[src/rtl/mdr_pkg.sv]
// mdr_pkg: shared types for the MDR initiator (operation codes, FSM states, response bundle).
// Latency: n/a (types and constants only).
// Backpressure: n/a.
package mdr_pkg;

   // Default operand/result width. Hosts built with a different DW must not exceed it.
   localparam int MDR_DW = 16;

   typedef enum logic [1:0] {
      MDR_MUL  = 2'd0,
      MDR_DIV  = 2'd1,
      MDR_SQRT = 2'd2,
      MDR_RSVD = 2'd3
   } mdr_op_e;

   // WAIT_DONE is not a separate encoding: it is ST_WAIT_Y with the Y operand already loaded.
   typedef enum logic [2:0] {
      ST_IDLE   = 3'd0,
      ST_START  = 3'd1,
      ST_WAIT_X = 3'd2,
      ST_LOAD_X = 3'd3,
      ST_WAIT_Y = 3'd4,
      ST_LOAD_Y = 3'd5,
      ST_RESP   = 3'd6
   } mdr_host_state_e;

   typedef struct packed {
      logic [MDR_DW-1:0] result;
      logic [MDR_DW-1:0] remainder;
      logic              error;
      logic              timeout;
   } mdr_rsp_t;

   // States in which the host is waiting on the MDR and the watchdog may run.
   function automatic logic is_wait_state(mdr_host_state_e s);
      return (s == ST_WAIT_X) || (s == ST_WAIT_Y);
   endfunction

endpackage

[src/rtl/mdr_host_timer.sv]
// mdr_host_timer: clearable saturating cycle counter with an expiry flag (watchdog for mdr_host).
// Latency: o_expired is registered-count based; it rises LIMIT increments after the last clear.
// Backpressure: none; i_clr has priority over i_inc. Ports: i_clk, i_rst_n, i_clr, i_inc, o_expired.
module mdr_host_timer #(
   parameter int LIMIT = 255   // must be >= 1
) (
   input  logic i_clk,
   input  logic i_rst_n,
   input  logic i_clr,
   input  logic i_inc,
   output logic o_expired
);

   localparam int CW = $clog2(LIMIT + 1);

   logic [CW-1:0] r_cnt;

   always_ff @(posedge i_clk or negedge i_rst_n) begin
      if (!i_rst_n) begin
         r_cnt <= '0;
      end else if (i_clr) begin
         r_cnt <= '0;
      end else if (i_inc && (r_cnt != CW'(LIMIT))) begin
         r_cnt <= r_cnt + 1'b1;
      end
   end

   assign o_expired = (r_cnt == CW'(LIMIT));

endmodule

[src/rtl/mdr_host.sv]
// mdr_host: initiator for the MDR start/load protocol; takes (op, x, y) requests and returns result/remainder/status.
// Latency: all outputs registered; MUL/DIV >= 7 cycles request-to-response, SQRT >= 5, reserved op 1 cycle.
// Backpressure: one operation in flight; req_ready low from accept until back in IDLE, response held until rsp_ready.
// Ports: clk/rst (async active-low); req_* request channel; rsp_* response channel; mdr_* drive/observe the MDR; busy.
// Optional watchdog: define MDR_HOST_TIMEOUT_EN to abort wait states after TIMEOUT_CYC cycles (rsp_timeout/rsp_error).
module mdr_host
   import mdr_pkg::*;
#(
   parameter int DW          = MDR_DW,   // must not exceed MDR_DW
   parameter int TIMEOUT_CYC = 255
) (
   input  logic          clk,
   input  logic          rst,
   // request channel
   input  logic          req_valid,
   output logic          req_ready,
   input  logic [1:0]    req_op,
   input  logic [DW-1:0] req_x,
   input  logic [DW-1:0] req_y,
   // response channel
   output logic          rsp_valid,
   input  logic          rsp_ready,
   output logic [DW-1:0] rsp_result,
   output logic [DW-1:0] rsp_remainder,
   output logic          rsp_error,
   output logic          rsp_timeout,
   // MDR side
   output logic          mdr_start,
   output logic          mdr_load,
   output logic [1:0]    mdr_op,
   output logic [DW-1:0] mdr_data,
   input  logic          mdr_load_x,
   input  logic          mdr_load_y,
   input  logic          mdr_ready,
   input  logic          mdr_error,
   input  logic [DW-1:0] mdr_result,
   input  logic [DW-1:0] mdr_remainder,
   output logic          busy
);

   mdr_host_state_e r_state, w_next;
   mdr_op_e         w_req_op;
   logic            w_accept;
   logic            w_done;
   logic            w_expired;
   logic            w_cap_done;
   logic            w_cap_timeout;

   logic            r_req_ready;
   logic            r_busy;
   logic            r_mdr_start;
   logic            r_mdr_load;
   mdr_op_e         r_mdr_op;
   logic [DW-1:0]   r_mdr_data;
   logic [DW-1:0]   r_x;
   logic [DW-1:0]   r_y;
   logic            r_y_loaded;   // distinguishes WAIT_DONE from WAIT_Y
   logic            r_rsp_valid;
   mdr_rsp_t        r_rsp;

   assign w_req_op = mdr_op_e'(req_op);
   // r_req_ready is 0 only in the first IDLE cycle after reset.
   assign w_accept = (r_state == ST_IDLE) && r_req_ready && req_valid;
   assign w_done   = mdr_ready | mdr_error;

   // ---------------- FSM: state register ----------------
   always_ff @(posedge clk or negedge rst) begin
      if (!rst) begin
         r_state <= ST_IDLE;
      end else begin
         r_state <= w_next;
      end
   end

   // ---------------- FSM: next state ----------------
   // Completion beats load requests and watchdog expiry; a pending load beats expiry.
   always_comb begin
      w_next        = r_state;
      w_cap_done    = 1'b0;
      w_cap_timeout = 1'b0;
      case (r_state)
         ST_IDLE: begin
            if (w_accept) begin
               w_next = (w_req_op == MDR_RSVD) ? ST_RESP : ST_START;
            end
         end
         ST_START:  w_next = ST_WAIT_X;
         ST_WAIT_X: begin
            if (w_done) begin
               w_next     = ST_RESP;
               w_cap_done = 1'b1;
            end else if (mdr_load_x) begin
               w_next = ST_LOAD_X;
            end else if (w_expired) begin
               w_next        = ST_RESP;
               w_cap_timeout = 1'b1;
            end
         end
         ST_LOAD_X: w_next = ST_WAIT_Y;
         ST_WAIT_Y: begin
            if (w_done) begin
               w_next     = ST_RESP;
               w_cap_done = 1'b1;
            end else if (mdr_load_y && !r_y_loaded) begin
               w_next = ST_LOAD_Y;
            end else if (w_expired) begin
               w_next        = ST_RESP;
               w_cap_timeout = 1'b1;
            end
         end
         ST_LOAD_Y: w_next = ST_WAIT_Y;
         ST_RESP: begin
            if (rsp_ready) begin
               w_next = ST_IDLE;
            end
         end
         default:   w_next = ST_IDLE;
      endcase
   end

   // ---------------- watchdog ----------------
`ifdef MDR_HOST_TIMEOUT_EN
   logic w_tmr_inc;
   logic w_tmr_clr;

   assign w_tmr_inc = is_wait_state(r_state);
   // Any state change restarts the count, including LOAD_Y -> WAIT_DONE.
   assign w_tmr_clr = (w_next != r_state) || !w_tmr_inc;

   mdr_host_timer #(
      .LIMIT(TIMEOUT_CYC)
   ) u_timer (
      .i_clk    (clk),
      .i_rst_n  (rst),
      .i_clr    (w_tmr_clr),
      .i_inc    (w_tmr_inc),
      .o_expired(w_expired)
   );
`else
   assign w_expired = 1'b0;
`endif

   // ---------------- registered outputs and operand latches ----------------
   // Outputs are decoded from the next state so they line up with the state they describe.
   always_ff @(posedge clk or negedge rst) begin
      if (!rst) begin
         r_req_ready <= 1'b0;
         r_busy      <= 1'b0;
         r_mdr_start <= 1'b0;
         r_mdr_load  <= 1'b0;
         r_mdr_op    <= MDR_MUL;
         r_mdr_data  <= '0;
         r_x         <= '0;
         r_y         <= '0;
         r_y_loaded  <= 1'b0;
         r_rsp_valid <= 1'b0;
         r_rsp       <= '0;
      end else begin
         r_req_ready <= (w_next == ST_IDLE);
         r_busy      <= (w_next != ST_IDLE);
         r_mdr_start <= (w_next == ST_START);
         r_mdr_load  <= (w_next == ST_LOAD_X) || (w_next == ST_LOAD_Y);
         r_rsp_valid <= (w_next == ST_RESP);

         if (w_accept) begin
            r_x <= req_x;
            r_y <= req_y;
         end

         // mdr_op is presented with the start pulse and held until the response retires.
         if (w_accept && (w_req_op != MDR_RSVD)) begin
            r_mdr_op <= w_req_op;
         end else if (w_next == ST_IDLE) begin
            r_mdr_op <= MDR_MUL;
         end

         // mdr_data keeps the last loaded operand between loads.
         if (w_next == ST_LOAD_X) begin
            r_mdr_data <= r_x;
         end else if (w_next == ST_LOAD_Y) begin
            r_mdr_data <= r_y;
         end

         if (w_next == ST_LOAD_Y) begin
            r_y_loaded <= 1'b1;
         end else if (w_next == ST_IDLE) begin
            r_y_loaded <= 1'b0;
         end

         // Response fields: cleared (or reserved-op error) at accept, captured on completion/expiry.
         if (w_accept) begin
            r_rsp <= '{result: '0, remainder: '0, error: (w_req_op == MDR_RSVD), timeout: 1'b0};
         end else if (w_cap_done) begin
            r_rsp <= '{result: MDR_DW'(mdr_result), remainder: MDR_DW'(mdr_remainder),
                       error: mdr_error, timeout: 1'b0};
         end else if (w_cap_timeout) begin
            r_rsp <= '{result: '0, remainder: '0, error: 1'b1, timeout: 1'b1};
         end
      end
   end

   assign req_ready     = r_req_ready;
   assign busy          = r_busy;
   assign mdr_start     = r_mdr_start;
   assign mdr_load      = r_mdr_load;
   assign mdr_op        = r_mdr_op;
   assign mdr_data      = r_mdr_data;
   assign rsp_valid     = r_rsp_valid;
   assign rsp_result    = r_rsp.result[DW-1:0];
   assign rsp_remainder = r_rsp.remainder[DW-1:0];
   assign rsp_error     = r_rsp.error;
   // Only the watchdog path ever sets the timeout bit, so it stays 0 without the timer.
   assign rsp_timeout   = r_rsp.timeout;

endmodule
[config.mk]
export PLATFORM = sky130hd
export DESIGN_NAME = mdr_host
export DESIGN_NICKNAME = d
export VERILOG_FILES = /design/src/rtl/mdr_pkg.sv /design/src/rtl/mdr_host_timer.sv /design/src/rtl/mdr_host.sv
export SDC_FILE = /design/constraint.sdc
export NUM_CORES = 1
export LEC_CHECK = 0
export CAP_MARGIN = 20
export CORE_MARGIN = 3
export CORE_UTILIZATION = 45
export CTS_CLUSTER_SIZE = 28
export DETAILED_ROUTE_END_ITERATION = 8
export HOLD_SLACK_MARGIN = 0.15
export PLACE_DENSITY_LB_ADDON = 0.25
export SYNTH_ARGS = -nofsm -noshare
export SYNTH_HDL_FRONTEND = slang
export SYNTH_SLANG_ARGS = --single-unit
[constraint.sdc]
create_clock -name clk -period 2.3 [get_ports clk]
set_clock_uncertainty 0.2 [all_clocks]
set_input_delay 0.46 -clock clk [delete_from_list [all_inputs] [get_ports clk]]
set_output_delay 0.46 -clock clk [all_outputs]
set_load 0.005 [all_outputs]
=== Word-level counts from Yosys, hierarchy flattened ===
Index checks and enable logic that the tools add are counted.

* Equality and inequality tests: 12
* Reduce and logical (&&, ||, !) cells: 15
* Div/mod/pow operators: 0
* Bitwise operators: 1
* Muxes and demuxes: 18
* Add/subtract/negate cells: 0
* Shift-type cells: 0
* Order comparisons: 0
* Multiply operators: 0

{| class="wikitable"
|+ Operator list
! operator !! count
|-
| 34-bit two-way mux || 2
|-
| 16-bit two-way mux || 2
|-
| 3-bit two-way mux || 7
|-
| 3-bit one-hot mux with 6 select lines || 1
|-
| 3-bit == test, second input constant || 5
|-
| 3-bit by 2-bit == test with 1-bit output, second input constant || 3
|-
| 2-bit nonzero test || 4
|-
| 3-bit by 1-bit == test with 1-bit output, second input constant || 2
|-
| 3-bit logical NOT || 2
|-
| 1-bit logical AND || 4
|-
| 1-bit two-way mux || 4
|-
| 2-bit two-way mux || 2
|-
| 2-bit OR reduction || 2
|-
| 3-bit nonzero test || 1
|-
| 2-bit == test, second input constant || 1
|-
| 2-bit inequality test, second input constant || 1
|-
| 1-bit logical NOT || 1
|-
| 1-bit logical OR || 1
|-
| 1-bit bitwise OR || 1
|}

* Bits in registers: 93
* Memories: 0
* Logic and storage cells: 61
* Input port bits: 74
* Bits in latches: 0
* Bits in writable memories: 0
* Output and inout bits: 57
* Memory bits (read-only): 0

=== Logic depth before layout (Yosys ltp) ===
* Word-level depth: 8
* Depth in mapped cells: 7
* Mapped depth without buffers: 5

=== Worst setup path after synthesis ===
OpenSTA, ideal clock, no wires.

* Path kind: reg2reg
* From: reg r_state[1]
* To: reg r_rsp, in the netlist rsp_remainder[0]
* Required time: 1.979 ns
* Period minus slack after synthesis: 1.818 ns
* Stages on the path, launching flop included: 7
* Arrival time: 1.497 ns
* Library setup time: 0.121 ns
* Buffers on the path: 2
* Setup slack: 0.482 ns
* Cell sequence: dfrtp_1 buf_2 or3_1 nor2_4 nor2_2 buf_6 a22o_1

* Word-level cells in the longest chain between the ends: 4

{| class="wikitable"
|+ RTL lines
! item !! RTL line !! RTL
|-
| start: declaration || mdr_host.sv:41 || <nowiki>mdr_host_state_e r_state, w_next;</nowiki>
|-
| start signal: assignment || mdr_host.sv:71 || <nowiki>r_state <= w_next;</nowiki>
|-
| 3-bit == test, or another cell as far along || mdr_host.sv:81 || <nowiki>case (r_state)</nowiki>
|-
| 2-bit OR reduction (no source line) or 1-bit logical AND (tied branches) || - ||
|-
| 1-bit two-way mux or 1-bit logical AND (tied branches) || - ||
|-
| 2-bit nonzero test (no source line) or 34-bit two-way mux (tied branches) || - ||
|-
| end signal: assignment || mdr_host.sv:192 || <nowiki>r_rsp <= '{result: '0, remainder: '0, error: (w_req_op == MDR_RSVD), timeout: 1'b0};</nowiki>
|-
| end signal: assignment || mdr_host.sv:194 || <nowiki>r_rsp <= '{result: MDR_DW'(mdr_result), remainder: MDR_DW'(mdr_remainder),</nowiki>
|-
| end signal: assignment || mdr_host.sv:197 || <nowiki>r_rsp <= '{result: '0, remainder: '0, error: 1'b1, timeout: 1'b1};</nowiki>
|-
| end: declaration || mdr_host.sv:59 || <nowiki>mdr_rsp_t r_rsp;</nowiki>
|}

Several ways; a longest one is shown, not always the timed one.
A chain may end at the register's enable or synchronous reset.

=== Worst setup path in the final report ===
* From: reg r_state[1]
* To: reg r_rsp, in the netlist rsp_result[0]

Same word-level chain as after synthesis.

==> reports/qor.yml <==
timing:
  finalSetupViolations: 0
  maxSlewViolCount: 0
  min_period_over_period_pct: 86.5
  post-route-min-period_ns: 1.99
  max_freq_mhz: 503
  final_hold_viol_count: 0
  rsz0062_at_grt: "no"
  fin_setup_tns_ns: 0
  worst_slack_ns: 0.310
detailed_routing:
  vias: 2859
  antenna_left: 0
  drc_errors: 0
  via_per_inst: 5.00
  drt_iter0_drc: 88
  first_pass_iters: 4
  wl_mm: 8.56
  wl_per_cell_um: 15.0
global_route:
  grt_pass1_vias: 2882
  met1_usage_pct: 25.2
  grt_max_degree: 44
  grt_pass1_wl_mm: 13.7
  top_usage_layer: "met2"
  overflow: 0
  grt_use_total_pct: 19.4
  gr-usage-met3_pct: 3.91
  grtUsageMet2_pct: 31.7
  antenna_found_initial: 0
synth:
  synth_mux_area_share_pct: 4.67
  ys_seq_area_share_pct: 63.2
  synth.cell_area_mm2: 0.00364
  synth-simple-area-share_pct: 15.6
  synth_adder_area_share_pct: 0
  syn_avg_cell_area_um2: 11.0
  synth_cell_types: 31
  yosys.area_share.xor_xnor_pct: 0
  netlist_instances: 332
  synth_top_family_by_area: "simple AND/OR/NAND/NOR gates"
  synth-warning-count: 0
  synth_compound_area_share_pct: 12.8
  synth_seq_cells: 92
  syn_nets: 406
final_layout:
  area_growth_pct: 44.6
  drive_above_1_share_pct: 7.87
  diodes: 0
  fillers: 624
  layout.nets: 540
placed_design:
  hpwl_mm: 6.23
  place_ws_ns: 0.0138
  gp_congestion: 0.784
  portBuffers: 129
power:
  intPower_mw: 4.33
  share_comb_of_total_power_pct: 40.3
  leakagePower_nw: 2.55
  sequentialPowerShare_pct: 44.0
  power.net_switching_mw: 2.04
  ir_worst_vdd_mv: 0.509
  swShare_pct: 32.0
  clkPwrFrac_pct: 15.6
  power_density_mw_per_mm2: 1210
cts:
  cts_sinks: 92
  cts_tree: "yes"
  cts_buffer_depth: 2
  holdBufCountCts: 1
  cts_setup_buffers: 0
  numCtsBuffers: 9
  postCtsResizedCells: 0
  root_buffer: "clkbuf_8"
  cts_htree_levels: 3
  clkLatencyLatePin_ns: 0.35
  path_clk_slew_ns: 0.08
floorplanning:
  start_util_pct: 46.7
  die_area_mm2: 0.00921
  die_h_um: 96.0
  row_count: 32
  core-area_mm2: 0.00781
  die_w_um: 96.0
  ios: 131
run:
  max_cap_violations: 0
setup_path:
  required_ns: 2.39
  critPathKind: "reg -> reg"
  crit_fanout: 20
  reg2regPathDepth: 5
  crit_path_end_kind: "flop"
  cp.arrival_ns: 2.08
  cp-start-kind: "flop"
outcome:
  status: "finished clean"
min_path:
  holdPathStages: 2
  hold_class: "reg -> reg"
-- metal layers --
layer / share of wire, % / vias to the layer above / routed length (um)
met3: 6.8 / 11 / 578
met1: 45 / 1358 / 3820
met4: 1.5 / 0 / 131
li1: - / 1387 / -
met5: 0 / - / 0
met2: 47 / 103 / 4020
-- power groups by stage --
stage                     clock, mW  sequential [mW]  combinational, mW
after global placement            0             2.81               2.47
after detailed placement          0             2.83               2.60
after floorplan                   0             2.75               1.34
after CTS                      1.03             2.81               2.61
after global routing           1.10             2.90               2.86
final                         0.996             2.80               2.57
-- sequential cells by signal, summed over array words and instances, names as in the netlist --
| signal | count |
|---|---|
| busy | 1 |
| r_x | 16 |
| mdr_op | 2 |
| mdr_load | 1 |
| rsp_valid | 1 |
| r_y_loaded | 1 |
| rsp_error | 1 |
| rsp_remainder | 16 |
| mdr_data | 16 |
| rsp_result | 16 |
| mdr_start | 1 |
| req_ready | 1 |
| r_state | 3 |
| r_y | 16 |
-- cell type report --
| type | instances | area, um^2 | share of cell area [%] |
|---|---|---|---|
| sequential | 92 | 2300 | 43.7 |
| clock inverter | 4 | 32.5 | 0.618 |
| multi-input combinational | 216 | 1210 | 23.0 |
| clock buffer | 11 | 151 | 2.88 |
| timing repair buffer | 144 | 1430 | 27.1 |
| inverter | 3 | 11.3 | 0.214 |
| tap | 102 | 128 | 2.42 |
-- layout by cell type, fill, tap and decap left out, types with 3 or more instances in the layout --
cell type,instances
nor2_1,5
a22o_1,32
o21ai_0,7
o21ai_1,13
nand2b_1,3
dfrtp_1,92
clkbuf_8,11
mux2i_1,17
inv_1,3
nor3_1,3
clkdlybuf4s50_1,128
nand2_1,117
buf_4,13
-- synth_stat cells --
cell type / count / area (um^2)
nor3_1: 3 / 15.0
o211ai_1: 1 / 7.51
o221a_2: 2 / 22.5
nor4bb_1: 1 / 10.0
clkbuf_1: 6 / 22.5
and3b_1: 1 / 8.76
a221o_1: 1 / 10.0
nand2b_4: 1 / 13.8
nand2b_1: 3 / 18.8
a41oi_1: 1 / 8.76
nor2_1: 5 / 18.8
a21oi_1: 1 / 5.00
o21ai_0: 7 / 35.0
nor2_4: 1 / 11.3
buf_2: 10 / 50.1
a31oi_1: 1 / 6.26
a211oi_4: 1 / 20.0
conb_1: 1 / 3.75
nor2_2: 1 / 6.26
a22o_1: 32 / 280
buf_4: 2 / 15.0
buf_6: 3 / 33.8
o21ai_1: 14 / 70.1
mux2i_1: 17 / 170
nand2_1: 117 / 439
nand3_1: 1 / 5.00
or3_1: 1 / 6.26
nand4b_1: 1 / 8.76
nor2b_1: 1 / 6.26
dfrtp_1: 92 / 2300
inv_1: 3 / 11.3
-- logic make-up after synthesis --
kind of cell	count (synthesis)
AND/OR/NAND/NOR	137
buffers and inverters	24
flip-flops	92
AO/OA/AOI/OAI	61
multiplexers	17
other	1
-- per-stage QoR --
| stage | instances | utilization, % | hold WS [ns] | instance area, um^2 | power (mW) |
|---|---|---|---|---|---|
| 5_1_grt | 572 | 67.4 | 0.304 | 5270 | 6.86 |
| 3_5_place_dp | 556 | 65.0 | 0.244 | 5070 | 5.43 |
| 6_report | 572 | 67.4 | 0.279 | 5270 | 6.37 |
| 4_1_cts | 572 | 67.4 | 0.284 | 5270 | 6.45 |
| 3_3_place_gp | 556 | 65.0 | 0.246 | 5070 | 5.29 |
| 2_1_floorplan | 332 | - | -0.0356 | 3640 | 4.09 |
-- path summary, 6_finish.rpt --
check                      slack [ns]        from            end
min in group asynchronous        0.39         rst  rsp_result[6]
max in group asynchronous        0.91         rst         r_y[2]
setup / recovery                 0.31  r_state[1]  rsp_result[0]
hold / removal                   0.28      r_y[6]         r_y[6]
hold reg to reg                  0.28      r_y[6]         r_y[6]
setup reg to reg                 0.31  r_state[1]  rsp_result[0]
-- worst max-delay path, stage by stage, from the launching register on --
cell	delay, ns
dfrtp_1	0.51
nand2b_1	0.25
a211oi_4	0.25
buf_4	0.28
buf_4	0.25
a22o_1	0.17
Power figures use the tool's default switching activity.
